--- config.mk ---
export PLATFORM = sky130hd
export DESIGN_NAME = rx_packet_assembler
export DESIGN_NICKNAME = d
export VERILOG_FILES = /design/src/rtl/pcie_rx_pkg.sv /design/src/rtl/rx_byte_buf.sv /design/src/rtl/rx_packet_assembler.sv
export SDC_FILE = /design/constraint.sdc
export NUM_CORES = 1
export LEC_CHECK = 0
export ABC_CLOCK_PERIOD_IN_PS = 3390
export CAP_MARGIN = 25
export CELL_PAD_IN_SITES_DETAIL_PLACEMENT = 0
export CELL_PAD_IN_SITES_GLOBAL_PLACEMENT = 1
export CORE_MARGIN = 4
export CORE_UTILIZATION = 53
export CTS_BUF_LIST = sky130_fd_sc_hd__clkbuf_4 sky130_fd_sc_hd__clkbuf_8 sky130_fd_sc_hd__clkbuf_16
export DETAILED_ROUTE_END_ITERATION = 8
export PLACE_DENSITY_LB_ADDON = 0.25
export SLEW_MARGIN = 10
export SYNTH_ARGS = -nofsm -noshare
export SYNTH_HDL_FRONTEND = slang
export SYNTH_SLANG_ARGS = --single-unit
--- constraint.sdc ---
create_clock -name clk -period 3.39 [get_ports clk]
set_input_delay 1.017 -clock clk [delete_from_list [all_inputs] [get_ports clk]]
set_output_delay 1.017 -clock clk [all_outputs]
set_load 0.01 [all_outputs]
--- src/rtl/pcie_rx_pkg.sv ---
// Shared PCIe receive-side codes: byte classes, packet kinds and assembler states.
// The byte classifier and the packet assembler both import this package.
package pcie_rx_pkg;

   localparam logic [5:0] TYPE_DATA      = 6'b100000;
   localparam logic [5:0] TYPE_TLPSTART  = 6'b010000;
   localparam logic [5:0] TYPE_TLPEND    = 6'b001000;
   localparam logic [5:0] TYPE_DLLPEND   = 6'b000100;
   localparam logic [5:0] TYPE_DLLPSTART = 6'b000010;
   localparam logic [5:0] TYPE_TLPEDB    = 6'b000001;
   localparam logic [5:0] TYPE_NONE      = 6'b000000;

   localparam logic [1:0] KIND_NONE = 2'b00;
   localparam logic [1:0] KIND_TLP  = 2'b01;
   localparam logic [1:0] KIND_DLLP = 2'b10;

   typedef enum logic [1:0] {
      ST_IDLE    = 2'b00,
      ST_COLLECT = 2'b01,
      ST_DRAIN   = 2'b10
   } asm_state_e;

   function automatic logic is_start_type(input logic [5:0] t);
      return (t == TYPE_TLPSTART) || (t == TYPE_DLLPSTART);
   endfunction

   function automatic logic is_end_type(input logic [5:0] t);
      return (t == TYPE_TLPEND) || (t == TYPE_DLLPEND);
   endfunction

endpackage

--- src/rtl/rx_byte_buf.sv ---
// Payload byte store: synchronous write, asynchronous read, no reset on contents.
module rx_byte_buf #(
   parameter int DEPTH = 32,
   parameter int AW    = 5
) (
   input  logic          clk_i,
   input  logic          we_i,
   input  logic [AW-1:0] waddr_i,
   input  logic [7:0]    wdata_i,
   input  logic [AW-1:0] raddr_i,
   output logic [7:0]    rdata_o
);

   logic [7:0] mem_q [DEPTH];

   always_ff @(posedge clk_i) begin
      if (we_i) mem_q[waddr_i] <= wdata_i;
   end

   assign rdata_o = mem_q[raddr_i];

endmodule

--- src/rtl/rx_packet_assembler.sv ---
// Collects the payload bytes of one TLP/DLLP between start and end markers,
// then drains them through a valid/ready byte stream.
module rx_packet_assembler
   import pcie_rx_pkg::*;
#(
   parameter int MAX_BYTES = 32,
   parameter int LEN_W     = 6
) (
   input  logic       clk,
   input  logic       reset,
   input  logic [7:0] data_in,
   input  logic       valid,
   input  logic [5:0] type_in,
   input  logic [1:0] kind_in,
   output logic [1:0] kind_state,
   output logic       out_valid,
   input  logic       out_ready,
   output logic [7:0] out_data,
   output logic       out_last,
   output logic [1:0] out_kind,
   output logic       edb_drop,
   output logic       err_pulse
);

   localparam int AW = $clog2(MAX_BYTES);

   asm_state_e       state_q;
   logic [LEN_W-1:0] count_q;
   logic [LEN_W-1:0] rd_ptr_q;
   logic [LEN_W-1:0] len_q;
   logic [1:0]       pkt_kind_q;
   logic [1:0]       kind_q;
   logic             edb_q;
   logic             err_q;

   logic             v_start, v_data, v_end, v_edb;
   logic             buf_full;
   logic             buf_we;
   logic [7:0]       rd_data;
   logic             draining;
   logic             at_last;

   assign v_start  = valid && is_start_type(type_in);
   assign v_data   = valid && (type_in == TYPE_DATA);
   assign v_end    = valid && is_end_type(type_in);
   assign v_edb    = valid && (type_in == TYPE_TLPEDB);
   assign buf_full = (count_q == LEN_W'(MAX_BYTES));
   assign buf_we   = (state_q == ST_COLLECT) && v_data && !buf_full;

   rx_byte_buf #(
      .DEPTH (MAX_BYTES),
      .AW    (AW)
   ) u_buf (
      .clk_i   (clk),
      .we_i    (buf_we),
      .waddr_i (count_q[AW-1:0]),
      .wdata_i (data_in),
      .raddr_i (rd_ptr_q[AW-1:0]),
      .rdata_o (rd_data)
   );

   // Output stream is a pure decode of registered state, so it cannot move during a stall.
   assign draining   = (state_q == ST_DRAIN);
   assign at_last    = (rd_ptr_q == (len_q - LEN_W'(1)));
   assign out_valid  = draining;
   assign out_data   = draining ? rd_data : 8'h00;
   assign out_last   = draining && at_last;
   assign out_kind   = draining ? pkt_kind_q : KIND_NONE;
   assign kind_state = kind_q;
   assign edb_drop   = edb_q;
   assign err_pulse  = err_q;

   always_ff @(posedge clk or posedge reset) begin
      if (reset) begin
         state_q    <= ST_IDLE;
         count_q    <= '0;
         rd_ptr_q   <= '0;
         len_q      <= '0;
         pkt_kind_q <= KIND_NONE;
         kind_q     <= KIND_NONE;
         edb_q      <= 1'b0;
         err_q      <= 1'b0;
      end else begin
         edb_q <= 1'b0;
         err_q <= 1'b0;
         if (valid) kind_q <= kind_in;
         case (state_q)
            ST_IDLE: begin
               if (v_start) begin
                  state_q    <= ST_COLLECT;
                  pkt_kind_q <= kind_in;
                  count_q    <= '0;
               end
            end
            ST_COLLECT: begin
               if (v_start) begin
                  err_q      <= 1'b1;
                  pkt_kind_q <= kind_in;
                  count_q    <= '0;
               end else if (v_data) begin
                  if (buf_full) begin
                     err_q   <= 1'b1;
                     state_q <= ST_IDLE;
                     count_q <= '0;
                  end else begin
                     count_q <= count_q + LEN_W'(1);
                  end
               end else if (v_end) begin
                  if (count_q != '0) begin
                     state_q  <= ST_DRAIN;
                     len_q    <= count_q;
                     rd_ptr_q <= '0;
                  end else begin
                     state_q <= ST_IDLE;
                  end
               end else if (v_edb) begin
                  edb_q   <= 1'b1;
                  state_q <= ST_IDLE;
                  count_q <= '0;
               end
            end
            ST_DRAIN: begin
               // A start byte here is an overrun: flag it and let the drain finish untouched.
               if (v_start) err_q <= 1'b1;
               if (out_ready) begin
                  if (at_last) state_q  <= ST_IDLE;
                  else         rd_ptr_q <= rd_ptr_q + LEN_W'(1);
               end
            end
            default: state_q <= ST_IDLE;
         endcase
      end
   end

endmodule

* Yosys cells after proc, flatten, opt, wreduce, memory -nomap -nowiden
Memories as Yosys holds them, arrays and structs flattened. Index checks and enable logic that the tools add are counted.
Cells by class: reductions and logical operators 20, equal/unequal tests 22, bitwise gates (word level) 2, add/sub/neg operators 3, mux-type cells 38
Operator list (count):
- $mux 6 | 12
- $pmux 6 s2 | 2
- $mux 2 | 10
- $add 6x1->6 const B | 2
- $eq 6x6->1 const B | 2
- $ne 2x2->1 const B | 6
- $ne 4x4->1 const B | 3
- $mux 1 | 11
- $mux 8 | 1
- $logic_and 1x1->1 | 7
- $reduce_and 7->1 | 1
- $eq 6x1->1 const B | 1
- $eq 6x2->1 const B | 1
- $eq 6x3->1 const B | 1
- $eq 6x4->1 const B | 1
- $eq 6x5->1 const B | 1
- $eq 6x6->1 | 1
- $pmux 2 s3 | 1
- $reduce_and 6->1 | 1
- $reduce_bool 6->1 | 1
- $sub 6x1->6 const B | 1
- $reduce_and 5->1 | 1
- $ne 2x1->1 const B | 2
- $reduce_and 4->1 | 1
- other kinds (11) | 14
Storage, ports and cells: bits of input ports 20, flip-flop bits (word level) 26, bits in writable memories 256, memories kept 1
Memory list:
- u_buf.mem_q | words 32, bits a word 8, read ports 1, clocked after memory_dff 0, wr ports 1, RTL line rx_byte_buf.sv:14 | logic [7:0] mem_q [DEPTH];

* Longest topological paths before layout
word-level depth 7, mapped depth 9, gate-level depth less buffers 8

* By module
Synthesis repeated with hierarchy kept, for this count alone.
Unflattened totals: cells, all modules 597, area, all modules 11614.9 µm²
By module, submodules not included:
- rx_byte_buf | cells an instance 409, area an instance 9893.2 µm², sequential area each 7687.4 µm², times used 1
- rx_packet_assembler | cells an instance 188, area an instance 1721.7 µm², sequential area each 650.6 µm², times used 1

* Worst setup path after synthesis
Ideal clock, no wire load.
path kind input to register, start input port type_in[2], end memory u_buf.mem_q[11][0] (enable), stages on the path 5, data arrival time 2.647 ns, setup slack 0.373 ns, path through buf_2 > or4b_4 > a311oi_4 > nand2_1 > nor2_1
On the way: cells in the longest elaborated chain, start to end 6
RTL lines:
- start, declared | RTL line rx_packet_assembler.sv:13 | input logic [5:0] type_in,
- $eq 6x6->1 | RTL line rx_packet_assembler.sv:44 | assign v_data = valid && (type_in == TYPE_DATA);
- $logic_and 1x1->1 | RTL line rx_packet_assembler.sv:44
- $logic_and 1x1->1 (2 in series) | RTL line rx_packet_assembler.sv:48 | assign buf_we = (state_q == ST_COLLECT) && v_data && !buf_full;
- $mux 1 | RTL line rx_byte_buf.sv:17 | if (we_i) mem_q[waddr_i] <= wdata_i;
- $mux 1 (implied by the code) | RTL line rx_byte_buf.sv:17
- end, declared | RTL line rx_byte_buf.sv:14
No other way between the ends.

* Worst setup path after layout
start register rd_ptr_q[1], end output port out_data[5]
On the way: cells in the longest elaborated chain, start to end 2
RTL lines:
- start, declared | RTL line rx_packet_assembler.sv:29 | logic [LEN_W-1:0] rd_ptr_q;
- start signal, assigned | RTL line rx_packet_assembler.sv:127 | else rd_ptr_q <= rd_ptr_q + LEN_W'(1);
- $mem_v2 32x8
- $mux 8 | RTL line rx_packet_assembler.sv:66 | assign out_data = draining ? rd_data : 8'h00;
- end, declared | RTL line rx_packet_assembler.sv:18 | output logic [7:0] out_data,
No other way between the ends.

==> metrics <==
status=complete, but fails checks; violated checks=setup timing; GRT Resource Usage Total=0.222; number of synthesized flops with an enable pin=256; clock power share=0.428; Ys Warns=0; commonest non-fill, non-tap cells in the layout=256 x edfxtp_1, 70 x buf_4, 64 x mux4_2; Synth Area in Adders=0.00979; dominant synthesized flop cell=edfxtp_1; Static Leak=4.74 nW; htree depth=1; worst reg2reg path depth=10; final worst slack=-0.174 ns; Yosys top cell by area=edfxtp_1; drt first pass iters=5; syn nets=648; total number of vias=6358; final hold vios=0; vias in the first global route=6581; area added between synthesis and finish=22.7%; Arrival @ worst endpoint=2.55 ns; Max transition margin=0.474; RSZ-0062 raised after global routing=true; top-area cell type share of the netlist area=0.668; nets=771; critical-path maximum fanout=5; IO buf count=35; f_max=0.281 GHz; register-to-register path setup slack=0.68 ns; Antenna Nets Post-Route=0; Worst Path Class, Setup=flop to output pin; area of the core=0.0212 sq mm; reg-to-reg startpoint=rd_ptr_q[1]$_DFFE_PP0P_; Flop pwr share=0.528; Worst-Margin Slew=0.786 ns; Iter 0 DRT Violations=668; top post-synthesis cells by area=edfxtp_1 67%, mux4_2 13%, dfrtp_1 5.7%; HPWL after DPL=16.5 mm; layout filler cell count=1364; R2R Path End=state_q[0]$_DFFE_PP0P_; worst clock skew=0.0166 ns; CTS tree=built; Synth Register Bits=282; total wire length=26.3 mm; Crit. End Element=output pin; required time worst endpoint=2.37 ns; asr flop ratio synth=0.0922; clock-pin slew on the worst setup and hold paths=0.06 ns; Root Driver=clkbuf_16; Max VDD drop=444 uV; Max Root-Sink Buffers=3; die height=155 microns; compound-cell area share of the yosys netlist=0.0528; I/O pin cnt=36; min Tclk post-route=3.56 ns; sequential share of the synthesized area=0.725; xor-xnor portion of the synthesized cell area=0.00990; Sw Ratio=0.198; Starting Density=0.544; startpoint types=flop; Via density=6.13; Post-CTS Hold Buffers=0; CP endpoint=out_data[5]; Placed Area=0.0128 sq mm; Crit. Startpoint=rd_ptr_q[1]$_DFFE_PP0P_; Yosys cell types=51; initial antenna violation count=0; full die area=0.0241 sq mm; combinational cell fraction of total power=0.044; commonest non-fill, non-tap cell in the layout=edfxtp_1; Synth Instances=619; Site Rows=53; Synth Cell Area=0.0115 sq mm; gpl congestion=0.819; Antenna diodes=0; design area=0.0141 sq mm; grt total ovfl=0; worst hold-check path type=flop to flop; clock sink count=282; largest family of logic cells by synthesized area=multiplexers; Remaining DRCs=0; Core Util, Final=0.667; sw power=0.00144 W; syn avg cell area=18.6 sq um; Clk Latency, worst-skew pair=0.53 ns; Slew Limit Fails=0; post-synthesis mux area share=0.134; Num CTS Buffers=28; fin crit share=1.05; Int Pwr=0.00581 W; max-cap viol count=0; power density cells=513 mW/mm^2; largest net degree at the start of global routing=33; first-pass GRT wire length=40.5 mm; Routed WL per cell=25.4 microns; share of cells above drive strength 1=0.344; Final setup violation count=9; post-synthesis simple-gate area fraction=0.0518; die width=155 microns
==> through the flow <==
stage	total power [W]	std cells	setup slack [ns]	hold WS (ns)	TNS [ns]
CTS	0.00728	1036	-0.226	0.505	-1.45
global placement	0.00418	976	-0.0916	0.484	-0.185
floorplan	0.00406	619	0.373	0.467	0
detailed placement	0.00420	976	-0.100	0.492	-0.189
finish	0.00724	1037	-0.174	0.497	-1.29
global route	0.00747	1037	-0.254	0.528	-1.96
==> critical path: stages (launching register included) <==
cell	delay, ns
dfrtp_4	0.53
buf_12	0.16
buf_12	0.13
buf_8	0.12
mux4_2	0.27
a22o_1	0.28
a221oi_2	0.19
o22ai_1	0.13
buf_2	0.20
==> sequential cells by signal, summed over array words and instances, names as in the netlist <==
register and flops:
pkt_kind_q 2, count_q 6, err_pulse 1, u_buf.mem_q 256, state_q 2, edb_drop 1
rd_ptr_q 6, kind_state 2, len_q 6
==> power groups by stage <==
stage / combinational (W) / clock [W] / sequential, W
3_3_place_gp: 0.000293 / 0 / 0.00389
6_report: 0.000319 / 0.00310 / 0.00382
2_1_floorplan: 0.000163 / 0 / 0.00389
5_1_grt: 0.000350 / 0.00330 / 0.00382
3_5_place_dp: 0.000304 / 0 / 0.00389
4_1_cts: 0.000317 / 0.00314 / 0.00382
==> cell usage after synthesis (all sizes together), types with 4 or more instances <==
library cell	count
and2	6
o21ai	15
a22o	18
nand3	6
edfxtp	256
ha	9
nor2b	5
clkbuf	12
a221oi	17
mux2	8
a21oi	4
xor2	5
xnor2	8
nor2	45
and3	4
nor3	7
o22ai	10
buf	22
mux4	64
nand2	25
inv	11
dfrtp	26
==> cell type report <==
cell class / count / area [sq um] / share of cell area
clock buffers: 37 / 786 / 0.0557
clock inverters: 13 / 146 / 0.0104
inverters: 11 / 41.3 / 0.00293
multi-input cells: 292 / 3200 / 0.227
flip-flops and latches: 282 / 8340 / 0.591
well taps: 275 / 344 / 0.0244
repair buffers: 127 / 1250 / 0.0886
==> layer usage <==
metal	wire, microns	global-route usage
met5	0	0
met4	620	0.0609
met3	1730	0.0378
met2	13000	0.362
met1	10900	0.316
==> worst min path at each step <==
stage,from,endpoint,slack (ns),cells past startpoint
2_1_floorplan,len_q[5]$_DFFE_PP0P_,len_q[5]$_DFFE_PP0P_,0.47,2
3_3_place_gp,pkt_kind_q[0]$_DFFE_PP0P_,pkt_kind_q[0]$_DFFE_PP0P_,0.48,1
3_5_place_dp,pkt_kind_q[1]$_DFFE_PP0P_,pkt_kind_q[1]$_DFFE_PP0P_,0.49,1
4_1_cts,pkt_kind_q[1]$_DFFE_PP0P_,pkt_kind_q[1]$_DFFE_PP0P_,0.50,1
5_1_grt,pkt_kind_q[1]$_DFFE_PP0P_,pkt_kind_q[1]$_DFFE_PP0P_,0.53,1
6_report,pkt_kind_q[1]$_DFFE_PP0P_,pkt_kind_q[1]$_DFFE_PP0P_,0.50,1
==> logic make-up after synthesis <==
group                      after synthesis
xor gates and xnor gates                13
and+or+nand+nor                        119
buffers and inverters                   45
adders and majority gates                9
AOI/OAI and AO/OA                       78
muxes                                   73
DFF                                    282
==> timing repair <==
item                       CTS  global route
setup endpoints to repair    9             9
cloned                       3             0
resized for setup           63            18
setup buffers               11             2
pin swaps                   11            10
Power figures use the tool's default switching activity.
